==> src/rtl/soc_xbar_pkg.sv <==
// Configuration package for the SoC crossbar: slave address map,
// pending-request record and the address decoder shared by the top level.
package soc_xbar_pkg;

    localparam int NSLV_MAX = 8;
    localparam int SLV_W    = $clog2(NSLV_MAX);

    // Slave windows, index 0 in the rightmost slot: clint, print, bram.
    // Unused slots have base == top, so they never match.
    localparam logic [NSLV_MAX-1:0][31:0] SLV_BASE = {
        {5{32'h0000_0000}}, 32'h0000_0000, 32'h1000_0000, 32'h0200_0000
    };
    localparam logic [NSLV_MAX-1:0][31:0] SLV_TOP = {
        {5{32'h0000_0000}}, 32'h0010_0000, 32'h1000_1000, 32'h0200_C000
    };

    // Request held for a master that lost arbitration or found its slave busy.
    typedef struct packed {
        logic             valid;
        logic             instr;
        logic [31:0]      addr;
        logic [31:0]      wdata;
        logic [3:0]       wstrb;
        logic [SLV_W-1:0] slv;
    } pend_t;

    typedef struct packed {
        logic             hit;
        logic [SLV_W-1:0] slv;
    } dec_t;

    // Lowest matching slave index wins; the host alias is only consulted
    // when no window matches.
    function automatic dec_t slv_decode(input logic [31:0] addr,
                                        input logic [31:0] host_addr,
                                        input int          nslv,
                                        input logic        host_en,
                                        input int          host_slv);
        dec_t d;
        d.hit = 1'b0;
        d.slv = '0;
        for (int s = NSLV_MAX - 1; s >= 0; s--) begin
            if ((s < nslv) && (addr >= SLV_BASE[s]) && (addr < SLV_TOP[s])) begin
                d.hit = 1'b1;
                d.slv = SLV_W'(s);
            end
        end
        if (!d.hit && host_en && (addr == host_addr)) begin
            d.hit = 1'b1;
            d.slv = SLV_W'(host_slv);
        end
        return d;
    endfunction

endpackage

==> src/rtl/soc_xbar_arb.sv <==
// Per-slave arbiter: tracks whether the slave has a request in flight,
// which master owns it, and who won the last grant for round-robin.
module xbar_arb #(
    parameter int ARB_MODE = 0
) (
    input  logic       clock,
    input  logic       reset,
    input  logic [1:0] req_i,
    input  logic       rsp_i,
    output logic [1:0] grant_o,
    output logic       owner_o,
    output logic       rsp_o
);

    logic busy_q, busy_d;
    logic owner_q, owner_d;
    logic last_q, last_d;

    // Grant a free slave; on conflict data wins, or alternate in round-robin mode.
    always_comb begin
        grant_o = 2'b00;
        if (busy_q) begin
            grant_o = 2'b00;
        end else if (req_i == 2'b11) begin
            if (ARB_MODE == 0) begin
                grant_o = 2'b10;
            end else if (last_q) begin
                grant_o = 2'b01;
            end else begin
                grant_o = 2'b10;
            end
        end else begin
            grant_o = req_i;
        end
    end

    // Busy/owner/last-grant bookkeeping; a grant only happens on a free slave.
    always_comb begin
        busy_d  = busy_q;
        owner_d = owner_q;
        last_d  = last_q;
        if (grant_o != 2'b00) begin
            busy_d  = 1'b1;
            owner_d = grant_o[1];
            last_d  = grant_o[1];
        end else if (rsp_i) begin
            busy_d = 1'b0;
        end else begin
            busy_d = busy_q;
        end
    end

    // State registers; last grant resets to the instruction master.
    always_ff @(posedge clock or negedge reset) begin
        if (!reset) begin
            busy_q  <= 1'b0;
            owner_q <= 1'b0;
            last_q  <= 1'b0;
        end else begin
            busy_q  <= busy_d;
            owner_q <= owner_d;
            last_q  <= last_d;
        end
    end

    // A response counts only while a request is actually in flight.
    assign rsp_o   = rsp_i & busy_q;
    assign owner_o = owner_q;

endmodule

==> src/rtl/soc_xbar.sv <==
// Two-master, N-slave crossbar: table-driven decode, per-master pending
// registers, per-slave arbitration and response routing.
module soc_xbar
    import soc_xbar_pkg::*;
#(
    parameter int NSLV     = 3,
    parameter int ARB_MODE = 0,
    parameter int HOST_EN  = 1,
    parameter int HOST_SLV = NSLV - 1
) (
    input  logic                       clock,
    input  logic                       reset,
    input  logic [31:0]                host_addr,
    input  logic [1:0]                 m_valid,
    input  logic [1:0]                 m_instr,
    input  logic [1:0][31:0]           m_addr,
    input  logic [1:0][31:0]           m_wdata,
    input  logic [1:0][3:0]            m_wstrb,
    output logic [1:0][31:0]           m_rdata,
    output logic [1:0]                 m_ready,
    output logic [1:0]                 m_err,
    output logic [NSLV-1:0]            s_valid,
    output logic [NSLV-1:0]            s_instr,
    output logic [NSLV-1:0][31:0]      s_addr,
    output logic [NSLV-1:0][31:0]      s_wdata,
    output logic [NSLV-1:0][3:0]       s_wstrb,
    input  logic [NSLV-1:0][31:0]      s_rdata,
    input  logic [NSLV-1:0]            s_ready
);

    pend_t [1:0]           pend_q, pend_d;
    pend_t [1:0]           cur_s;
    dec_t  [1:0]           dec_s;
    logic  [1:0]           err_q, err_d;
    logic  [1:0]           granted_s;
    logic  [NSLV-1:0][1:0] req_s;
    logic  [NSLV-1:0][1:0] grant_s;
    logic  [NSLV-1:0]      owner_s;
    logic  [NSLV-1:0]      rsp_s;

    // Decode the incoming address of each master.
    always_comb begin
        for (int m = 0; m < 2; m++) begin
            dec_s[m] = slv_decode(m_addr[m], host_addr, NSLV, HOST_EN != 0, HOST_SLV);
        end
    end

    // Present the pending request if any, else the new one; flag unmapped accesses.
    always_comb begin
        for (int m = 0; m < 2; m++) begin
            if (pend_q[m].valid) begin
                cur_s[m] = pend_q[m];
            end else begin
                cur_s[m].valid = m_valid[m] & dec_s[m].hit;
                cur_s[m].instr = m_instr[m];
                cur_s[m].addr  = m_addr[m];
                cur_s[m].wdata = m_wdata[m];
                cur_s[m].wstrb = m_wstrb[m];
                cur_s[m].slv   = dec_s[m].slv;
            end
            cur_s[m].valid = cur_s[m].valid & reset;
            err_d[m] = reset & m_valid[m] & ~pend_q[m].valid & ~dec_s[m].hit;
        end
    end

    // Build per-slave request vectors from the presented requests.
    always_comb begin
        for (int s = 0; s < NSLV; s++) begin
            for (int m = 0; m < 2; m++) begin
                req_s[s][m] = cur_s[m].valid && (cur_s[m].slv == SLV_W'(s));
            end
        end
    end

    // One arbiter per slave.
    for (genvar s = 0; s < NSLV; s++) begin : g_arb
        xbar_arb #(.ARB_MODE(ARB_MODE)) u_arb (
            .clock   (clock),
            .reset   (reset),
            .req_i   (req_s[s]),
            .rsp_i   (s_ready[s]),
            .grant_o (grant_s[s]),
            .owner_o (owner_s[s]),
            .rsp_o   (rsp_s[s])
        );
    end

    // Collapse the per-slave grants into one issued flag per master.
    always_comb begin
        granted_s = 2'b00;
        for (int s = 0; s < NSLV; s++) begin
            granted_s = granted_s | grant_s[s];
        end
    end

    // A presented request that was not granted stays pending.
    always_comb begin
        for (int m = 0; m < 2; m++) begin
            pend_d[m]       = cur_s[m];
            pend_d[m].valid = cur_s[m].valid & ~granted_s[m];
        end
    end

    // Pending and unmapped-error registers.
    always_ff @(posedge clock or negedge reset) begin
        if (!reset) begin
            pend_q <= '0;
            err_q  <= 2'b00;
        end else begin
            pend_q <= pend_d;
            err_q  <= err_d;
        end
    end

    // Drive the granted request onto each slave; idle slaves see zeros.
    always_comb begin
        s_valid = '0;
        s_instr = '0;
        s_addr  = '0;
        s_wdata = '0;
        s_wstrb = '0;
        for (int s = 0; s < NSLV; s++) begin
            if (grant_s[s] != 2'b00) begin
                s_valid[s] = 1'b1;
                s_instr[s] = cur_s[grant_s[s][1]].instr;
                s_addr[s]  = cur_s[grant_s[s][1]].addr - SLV_BASE[cur_s[grant_s[s][1]].slv];
                s_wdata[s] = cur_s[grant_s[s][1]].wdata;
                s_wstrb[s] = cur_s[grant_s[s][1]].wstrb;
            end else begin
                s_valid[s] = 1'b0;
            end
        end
    end

    // Route slave responses to their owners and report unmapped errors.
    always_comb begin
        m_ready = err_q;
        m_err   = err_q;
        m_rdata = '0;
        for (int s = 0; s < NSLV; s++) begin
            m_ready[owner_s[s]] = m_ready[owner_s[s]] | rsp_s[s];
            m_rdata[owner_s[s]] = m_rdata[owner_s[s]] | (s_rdata[s] & {32{rsp_s[s]}});
        end
    end

endmodule

==> config.mk <==
export PLATFORM = sky130hd
export DESIGN_NAME = soc_xbar
export DESIGN_NICKNAME = d
export VERILOG_FILES = /design/src/rtl/soc_xbar_pkg.sv /design/src/rtl/soc_xbar_arb.sv /design/src/rtl/soc_xbar.sv
export SDC_FILE = /design/constraint.sdc
export NUM_CORES = 1
export LEC_CHECK = 0
export BUFFER_PORTS_ARGS = -buffer_cell sky130_fd_sc_hd__buf_2
export CAP_MARGIN = 30
export CORE_AREA = 2 2 213 215
export DETAILED_ROUTE_END_ITERATION = 12
export DIE_AREA = 0 0 215 217
export GPL_TIMING_DRIVEN = 1
export SYNTH_ARGS = -nofsm -noshare
export SYNTH_HDL_FRONTEND = slang
export SYNTH_HIERARCHICAL = 1
export SYNTH_SLANG_ARGS = --single-unit
==> constraint.sdc <==
create_clock -name clock -period 7 [get_ports clock]
set_input_delay 1.4 -clock clock [delete_from_list [all_inputs] [get_ports clock]]
set_output_delay 1.4 -clock clock [all_outputs]
set_load 0.02 [all_outputs]
==> results of run 1 <==
==> path summary, 6_finish.rpt <==
path	to	slack [ns]	depth (start not counted)
worst max-delay path	s_wdata[95]	0.21	14
worst min-delay path	pend_q[4]$_DFF_PN0_	0.52	2
worst max register to register	pend_q[145]$_DFF_PN0_	3.52	9
worst min register to register	pend_q[4]$_DFF_PN0_	0.52	2
max in group asynchronous	pend_q[109]$_DFF_PN0_	4.57	3
min in group asynchronous	pend_q[72]$_DFF_PN0_	1.13	2
==> synthesized netlist by cell type, drive strengths merged (5+ instances only) <==
library cell,count,share of area
nand2,304,0.11
o21ai,240,0.11
dfrtp,154,0.36
mux2i,80,0.075
inv,76,0.026
mux2,67,0.070
xor2,64,0.052
clkbuf,61,0.021
a22oi,35,0.024
buf,35,0.014
nor2,35,0.012
a32oi,33,0.027
nor4,20,0.013
xnor2,18,0.015
nor3,17,0.0083
a21oi,11,0.0054
and2,9,0.0052
ha,9,0.010
and3,7,0.0041
nand2b,7,0.0041
nor2b,7,0.0041
or4,6,0.0045
nand4,5,0.0029
or3,5,0.0029
==> stage by stage <==
stage / power [W] / setup slack (ns)
2_1_floorplan: 0.00111 / 0.331
3_3_place_gp: 0.00131 / 0.263
4_1_cts: 0.00227 / 0.244
5_1_grt: 0.00234 / 0.00716
6_report: 0.00224 / 0.215
3_5_place_dp: 0.00131 / 0.257
==> final cells by class <==
| class | instances | area share |
|---|---|---|
| Clock buffer | 19 | 0.0300 |
| Tap cell | 600 | 0.0508 |
| Inverter | 76 | 0.0193 |
| Clock inverter | 13 | 0.00889 |
| Timing Repair Buffer | 578 | 0.203 |
| Multi-Input combinational cell | 1012 | 0.427 |
| Sequential cell | 154 | 0.261 |
| Antenna cell | 3 | 0.000508 |
==> metal layers <==
metal  up-vias  part of all wire
met5         -           0.00038
met3        85             0.077
met1      5857              0.41
met2       612              0.48
li1       5610                 -
met4         4             0.031
==> tightest hold or removal path, stage by stage (launching register included) <==
cell and delay (ns):
dfrtp_1 0.33, mux2i_1 0.10, inv_1 0.06
==> logic make-up (layout without fill, tap and decap cells) <==
family	count (synthesis)	after routing	share of synthesized area
xor+xnor	82	82	0.0665
other cells	0	3	0
flops	154	154	0.357
fa+ha+maj	9	9	0.0104
buf+inv	172	686	0.0617
mux	147	147	0.144
simple gates	433	433	0.174
compound gates	341	341	0.186
==> flip-flops by register name, indices dropped and copies added (netlist names) <==
register,flops
g_arb.u_arb/owner_o,3
m_err,2
pend_q,146
g_arb.u_arb/busy_q,3
==> power by group through the flow <==
stage	Combinational (W)	Clock, W	Sequential, W
3_3_place_gp	0.000340	0	0.000966
5_1_grt	0.000386	0.00100	0.000949
2_1_floorplan	0.000155	0	0.000958
4_1_cts	0.000346	0.000969	0.000951
6_report	0.000355	0.000939	0.000946
3_5_place_dp	0.000344	0	0.000968
==> out/metrics.cfg, run 1 <==
[pwr]
ir_worst_vdd_mv=0.173
pwr-share-seq=0.422
switching_power_w=0.000665
power_density_nw_per_um2=151
p_leak_nw=7.16
p_int_w=0.00157
p_clk_frac=0.419
switching_share=0.297
pwr-share-comb=0.159

[critical_path]
cp_num_buf_inv=5
slowest_delay_ns=0.58
worstPathCellList=buf_2 -> xor2_1 -> nor4_1 -> nand4_1 -> nor2_1 -> o21bai_1 -> a211oi_1 -> nor2b_4 -> buf_4 -> nand2b_2 -> buf_4 -> o21ai_0 -> buf_4 -> buf_2
crit_slowest_cell=buf_4
r2r_start=pend_q[145]$_DFF_PN0_
critical_path_arrival_ns=5.39
worstSetupPathType=primary input to output pin
cp-start-kind=primary input
crit_start=m_addr[54]
cp_top_family=simple AND/OR/NAND/NOR gates
critPathCaptureType=output pin
crit_top_cell=buf_4
crit_fanout=44
required_ns=5.60

[logic_synthesis]
synthCells=1338
yosysWarnings=6
syn_area_um2=10800
synthFlopType=dfrtp_1
ys_async_sr_fraction=1.00
synth-edff-count=0
synth_seq_cells=154
avgSynthCellArea_um2=8.07
ys_seq_area_frac=0.357
synth.net_count=1620
synth.distinct_cells=49

[clock_network]
cts.sink_count=154
cts.path.max_buffers=2
hold_buffers=0
cts_resized=0
cts_tree=yes
cts_buffers=17
clk_latency_ns=0.45
post_cts_buffers=0
clk_pin_slew_ns=0.06
cts-root-buf=clkbuf_16
cts_max_level=4

[cells_and_area]
syn_to_final_growth_pct=37.0
fill_cells=4776
fin_cells=2455
seq_area_um2=3860
nets=2121
final_common_cell=buf_2
final_util=0.331
multi_input_area_um2=6310
drive_gt1_frac=0.376
layout_common_cells=buf_2 (549), nand2_1 (304), o21ai_0 (237)
fin_area_um2=14800

[sta]
final_max_slew_viol_count=0
maxSlewHeadroom=0.463
setup_viol_count_final=0
post-route-period-util=0.969
fmax_mhz=147
rsz0062_at_grt=no
min_period_ns=6.79
final-hold-violation-count=0
whs_ns=0.517
worst_pin_slew_ns=0.806
fin_skew_ns=0.0136
setup_tns_ns=0

[hold_path]
hp-start=pend_q[4]$_DFF_PN0_
hold_class=register to register

[job]
maxCapViolations=0

[routing]
routed-via-count=12168
drtPass1Iterations=5
final_antenna_net_count=0
wl_per_cell_um=20.2
wirelength_um=49600
vias_per_cell=4.96
drtIter0Drc=806
drc=0

[global_route]
grt_pass1_vias=11770
grt_max_degree=68
met2_usage=0.345
antenna_found_initial=10
grt_use_met1=0.252
grt_overflow=0
top_usage_layer=met2
grt_use_met3=0.0496
grt_pass1_wl_um=72500
grt_use_total=0.205

[status]
status=finished, final reports clean

[placement]
dp.cells=2419
globalplace.congestion=0.950
dpl-instance-area_um2=14200
place.port_buffers=550
dp_hpwl_um=37800

[floorplan]
die_h_um=217
io_pins=551
num_rows=78
die_x_um=215
dieArea_um2=46700
start_util=0.241
fp.coreArea_um2=44700

(Power assumes the default switching activity.)
==> inputs of run 2 (changes only) <==
Settings changed: GPL_TIMING_DRIVEN 1 to 0.
==> run 2 against run 1 <==
Net effect:
- clock power increased by 5.0%
- design area grew 2.8%
- die area did not move
- routed wire length rose by 12%
- setup slack got worse by 0.017 ns
- clock skew shrank 0.0030 ns
- worst hold slack lost 0.021 ns
- sequential power about the same
- clock-buffer cell count unchanged
- critical path type unchanged
- largest cell class unchanged
- highest routed layer is now met4
==> out/metrics.cfg, run 2 (same netlist as run 1, synthesis figures left out) <==
[global_route]
grt_pass1_vias=12570
grt_max_degree=66
top_usage_layer=met2
grt_overflow=0
grt_use_met3=0.0545
antenna_found_initial=7
grt_use_met1=0.276
grt_use_total=0.228
grt_pass1_wl_um=80200
met2_usage=0.399

[sta]
post-route-period-util=0.972
fin_skew_ns=0.0106
fmax_mhz=147
maxSlewHeadroom=0.374
setup_viol_count_final=0
final-hold-violation-count=0
min_period_ns=6.80
final_max_slew_viol_count=0
setup_tns_ns=0
worst_pin_slew_ns=0.938

[floorplan]
io_pins=551
die_h_um=217
die_x_um=215
fp.coreArea_um2=44700
dieArea_um2=46700
start_util=0.241
num_rows=78

[clock_network]
cts.sink_count=154
clk_pin_slew_ns=0.06
cts_tree=yes
clk_latency_ns=0.45
hold_buffers=0
cts.path.max_buffers=2
cts_buffers=17
cts-root-buf=clkbuf_16
cts_max_level=4

[critical_path]
cp_num_buf_inv=4
worstPathCellList=buf_2 -> xor2_1 -> nor4_2 -> nand4_1 -> nor2_4 -> o21bai_1 -> a211oi_2 -> nor2b_2 -> clkbuf_4 -> clkbuf_2 -> o21ai_0 -> ha_1 -> ha_1 -> a21boi_1 -> nor3_1 -> xnor2_1 -> o2bb2ai_2 -> buf_2
slowest_delay_ns=0.36
crit_slowest_cell=clkbuf_2
cp-start-kind=primary input
worstSetupPathType=primary input to output pin
required_ns=5.60
cp_top_family=compound AO/OA/AOI/OAI gates
crit_fanout=10
critical_path_arrival_ns=5.40
critPathCaptureType=output pin

[cells_and_area]
final_util=0.340
top_register=pend_q
layout_common_cells=buf_2 (567), nand2_1 (304), o21ai_0 (237)
nets=2192
syn_to_final_growth_pct=40.8
final_common_cell=buf_2
largest_register_ffs=146
drive_gt1_frac=0.369
fin_area_um2=15200

[pwr]
p_leak_nw=7.34
ir_worst_vdd_mv=0.170
power_density_nw_per_um2=151
power_w=0.00230

[routing]
wl_per_cell_um=22.0
wirelength_um=55600
drtPass1Iterations=5
drc=0
routed-via-count=12658
vias_per_cell=5.01
final_antenna_net_count=0
drtIter0Drc=784

[job]
maxCapViolations=0

[placement]
dpl-instance-area_um2=14300
globalplace.congestion=0.947
dp_hpwl_um=43800
place.port_buffers=550

[hold_path]
hold_class=register to register

[status]
status=finished, final reports clean

-- run 2: worst paths after layout --
| kind | start | endpoint | slack [ns] | cells after the start |
|---|---|---|---|---|
| setup / recovery | m_addr[60] | s_addr[95] | 0.20 | 18 |
| hold / removal | g_arb[2].u_arb/owner_o$_DFFE_PN0P_ | g_arb[2].u_arb/owner_o$_DFFE_PN0P_ | 0.50 | 1 |
| setup reg to reg | pend_q[145]$_DFF_PN0_ | pend_q[72]$_DFF_PN0_ | 3.94 | 7 |
| hold reg to reg | g_arb[2].u_arb/owner_o$_DFFE_PN0P_ | g_arb[2].u_arb/owner_o$_DFFE_PN0P_ | 0.50 | 1 |
| max in group asynchronous | reset | pend_q[145]$_DFF_PN0_ | 5.43 | 2 |
| min in group asynchronous | reset | pend_q[10]$_DFF_PN0_ | 0.83 | 1 |
-- run 2: where the power goes --
part | switching (W) | leakage [nW] | internal [W] | total, W
Sequential | 0.0000135 | 1.83 | 0.000932 | 0.000945
Clock | 0.000440 | 0.290 | 0.000546 | 0.000986
Combinational | 0.000229 | 5.23 | 0.000141 | 0.000369
-- run 2: final cells by class --
| type | count | area (um2) |
|---|---|---|
| Fill cell | 4840 | 29500 |
| Multi-Input combinational cell | 1012 | 6400 |
| Sequential cell | 154 | 3850 |
| Timing Repair Buffer | 554 | 2870 |
| Tap cell | 600 | 751 |
| Clock buffer | 19 | 443 |
| Buffer | 95 | 428 |
| Inverter | 76 | 285 |
| Clock inverter | 13 | 158 |
| Antenna cell | 3 | 7.51 |
-- run 2: timing repair --
item | in CTS | in global routing
setup endpoints to repair | 82 | 20
resized for setup | 37 | 22
pin swaps | 0 | 5
cloned | 1 | 1
setup buffers | 0 | 1
-- run 2: metrics by stage --
step	worst slack, ns	instances	hold slack, ns
global route	-0.00948	2526	0.536
floorplan	0.331	1338	0.464
CTS	0.0127	2522	0.503
finish	0.198	2526	0.496
detailed placement	-1.53	2489	0.488
global placement	-3.95	2488	0.484
-- run 2: layer usage --
| layer | part of all wire | vias to the layer above |
|---|---|---|
| li1 | - | 5748 |
| met1 | 0.41 | 6169 |
| met2 | 0.49 | 654 |
| met3 | 0.074 | 87 |
| met4 | 0.026 | 0 |
| met5 | 0 | - |
==> inputs of run 3 (changes only) <==
Clock period 7 ns to 8.1 ns, I/O delays scaled along.
==> run 3 against run 2 <==
Net effect:
- sequential power down 14%
- clock power down 13%
- utilization down 0.34 points
- combinational power down 15%
- final cell count about the same
- largest power group unchanged
- setup slack better by 0.15 ns
==> out/metrics.cfg, run 3 (same netlist as run 1, synthesis figures left out) <==
[critical_path]
critPathCaptureType=output pin
critical_path_arrival_ns=6.14
crit_fanout=10
required_ns=6.48
worstSetupPathType=primary input to output pin
ff2ff_path_depth=8
cp-start-kind=primary input
r2r-end=pend_q[72]$_DFF_PN0_
r2r_start=pend_q[145]$_DFF_PN0_
worst-r2r-setup-slack_ns=4.88

[placement]
dp_hpwl_um=43800
globalplace.congestion=0.947
place.port_buffers=550
dp_worst_setup_slack_ns=-0.874

[floorplan]
die_x_um=215
dieArea_um2=46700
die_h_um=217
io_pins=551
fp.coreArea_um2=44700
num_rows=78
start_util=0.241

[pwr]
ir_worst_vdd_mv=0.148
power_w=0.00198
p_leak_nw=7.31
power_density_nw_per_um2=132

[clock_network]
cts_max_level=4
clk_latency_ns=0.45
cts-root-buf=clkbuf_16
cts.sink_count=154
cts.path.max_buffers=2
cts_buffers=17
clk_pin_slew_ns=0.06
cts_tree=yes
post_cts_buffers=0

[sta]
setup_viol_count_final=0
min_period_ns=7.76
final_max_slew_viol_count=0
final-hold-violation-count=0
post-route-period-util=0.958
worst_pin_slew_ns=0.943
maxSlewHeadroom=0.372
worst_slack_ns=0.344
fin_skew_ns=0.00915
rsz0062_at_grt=no
fmax_mhz=129

[cells_and_area]
drive_gt1_frac=0.361
final_common_cell=buf_2
syn_to_final_growth_pct=39.4
fill_cells=4862
nets=2191
largest_register_ffs=146
top_register=pend_q
layout_common_cells=buf_2 (572), nand2_1 (304), o21ai_0 (237)

[routing]
vias_per_cell=4.99
drtPass1Iterations=4
wirelength_um=55300
drc=0
drtIter0Drc=769
routed-via-count=12596
wl_per_cell_um=21.9
final_antenna_net_count=0

[global_route]
grt_overflow=0
antenna_found_initial=7
grt_max_degree=66
grt_pass1_vias=12567
grt_use_total=0.228
grt_pass1_wl_um=80100

[status]
status=finished, final reports clean

[hold_path]
hp-start=g_arb[2].u_arb/owner_o$_DFFE_PN0P_
whs_path_depth=1
hold_class=register to register
hold_end=g_arb[2].u_arb/owner_o$_DFFE_PN0P_

[job]
maxCapViolations=0

[run 3: cell count changes in the layout (fill, tap and decap cells not counted), sizes merged]
cell	before	now
buf	588	586
clkbuf	79	80
[run 3: final cells by class]
class / instances / area (um2) / share of cell area
multi-input combinational: 1012 / 6320 / 0.420
clock buffer: 19 / 443 / 0.0294
clock inverter: 13 / 158 / 0.0105
inverter: 76 / 285 / 0.0190
antenna: 3 / 7.51 / 0.000499
sequential: 154 / 3850 / 0.256
tap: 600 / 751 / 0.0499
timing repair buffer: 552 / 2830 / 0.188
buffer: 96 / 398 / 0.0265
[run 3: repair_timing]
| item | 4_1_cts | 5_1_grt |
|---|---|---|
| gates resized for setup | 14 | 11 |
| hold buffers | 0 | 0 |
| setup endpoints to repair | 12 | 6 |
| cloned | 1 | 0 |
[run 3: report_power, final]
part | switching (W) | total (W) | internal, W | leakage (nW)
Clock | 0.000382 | 0.000854 | 0.000472 | 0.290
Sequential | 0.0000116 | 0.000817 | 0.000805 | 1.83
Combinational | 0.000194 | 0.000313 | 0.000119 | 5.19
[run 3: worst max-delay path by stage]
stage	cells after the start	start	end	slack (ns)
after floorplan	15	m_addr[51]	s_addr[95]	0.99
after global placement	16	reset	s_addr[95]	-3.29
after detailed placement	18	m_addr[54]	s_addr[95]	-0.87
after CTS	17	m_addr[54]	s_addr[63]	0.03
after global routing	20	m_addr[54]	s_addr[95]	0.01
final	19	m_addr[34]	s_addr[95]	0.34
[run 3: worst max-delay path: stages]
cell and delay, ns:
buf_2 0.11, xor2_1 0.23, nor4_1 0.34, nand4_1 0.17
nor2_1 0.29, o21bai_1 0.17, a211oi_2 0.34, nor2b_1 0.22
clkbuf_2 0.28, buf_2 0.37, buf_2 0.33, a22oi_1 0.14
ha_1 0.22, ha_1 0.24, a21boi_1 0.30, nor3_1 0.11
xnor2_1 0.14, o2bb2ai_1 0.28, buf_2 0.23
[run 3: layer usage]
layer	global-route usage	vias up	routed length (um)
met4	0.0800	0	1470
met1	0.275	6145	22600
met3	0.0553	79	4100
met2	0.396	624	27100
met5	0	-	0
li1	-	5748	-
[run 3: stage by stage]
stage	TNS, ns	utilization	hold WS, ns	instance area [um2]	std cells
after floorplan	0	-	0.464	10800	1338
after global placement	-350.86	0.320	0.484	14300	2488
after detailed placement	-4.09	0.321	0.488	14300	2489
after CTS	0	0.335	0.503	15000	2522
after global routing	0	0.337	0.536	15000	2525
final	0	0.337	0.496	15000	2525
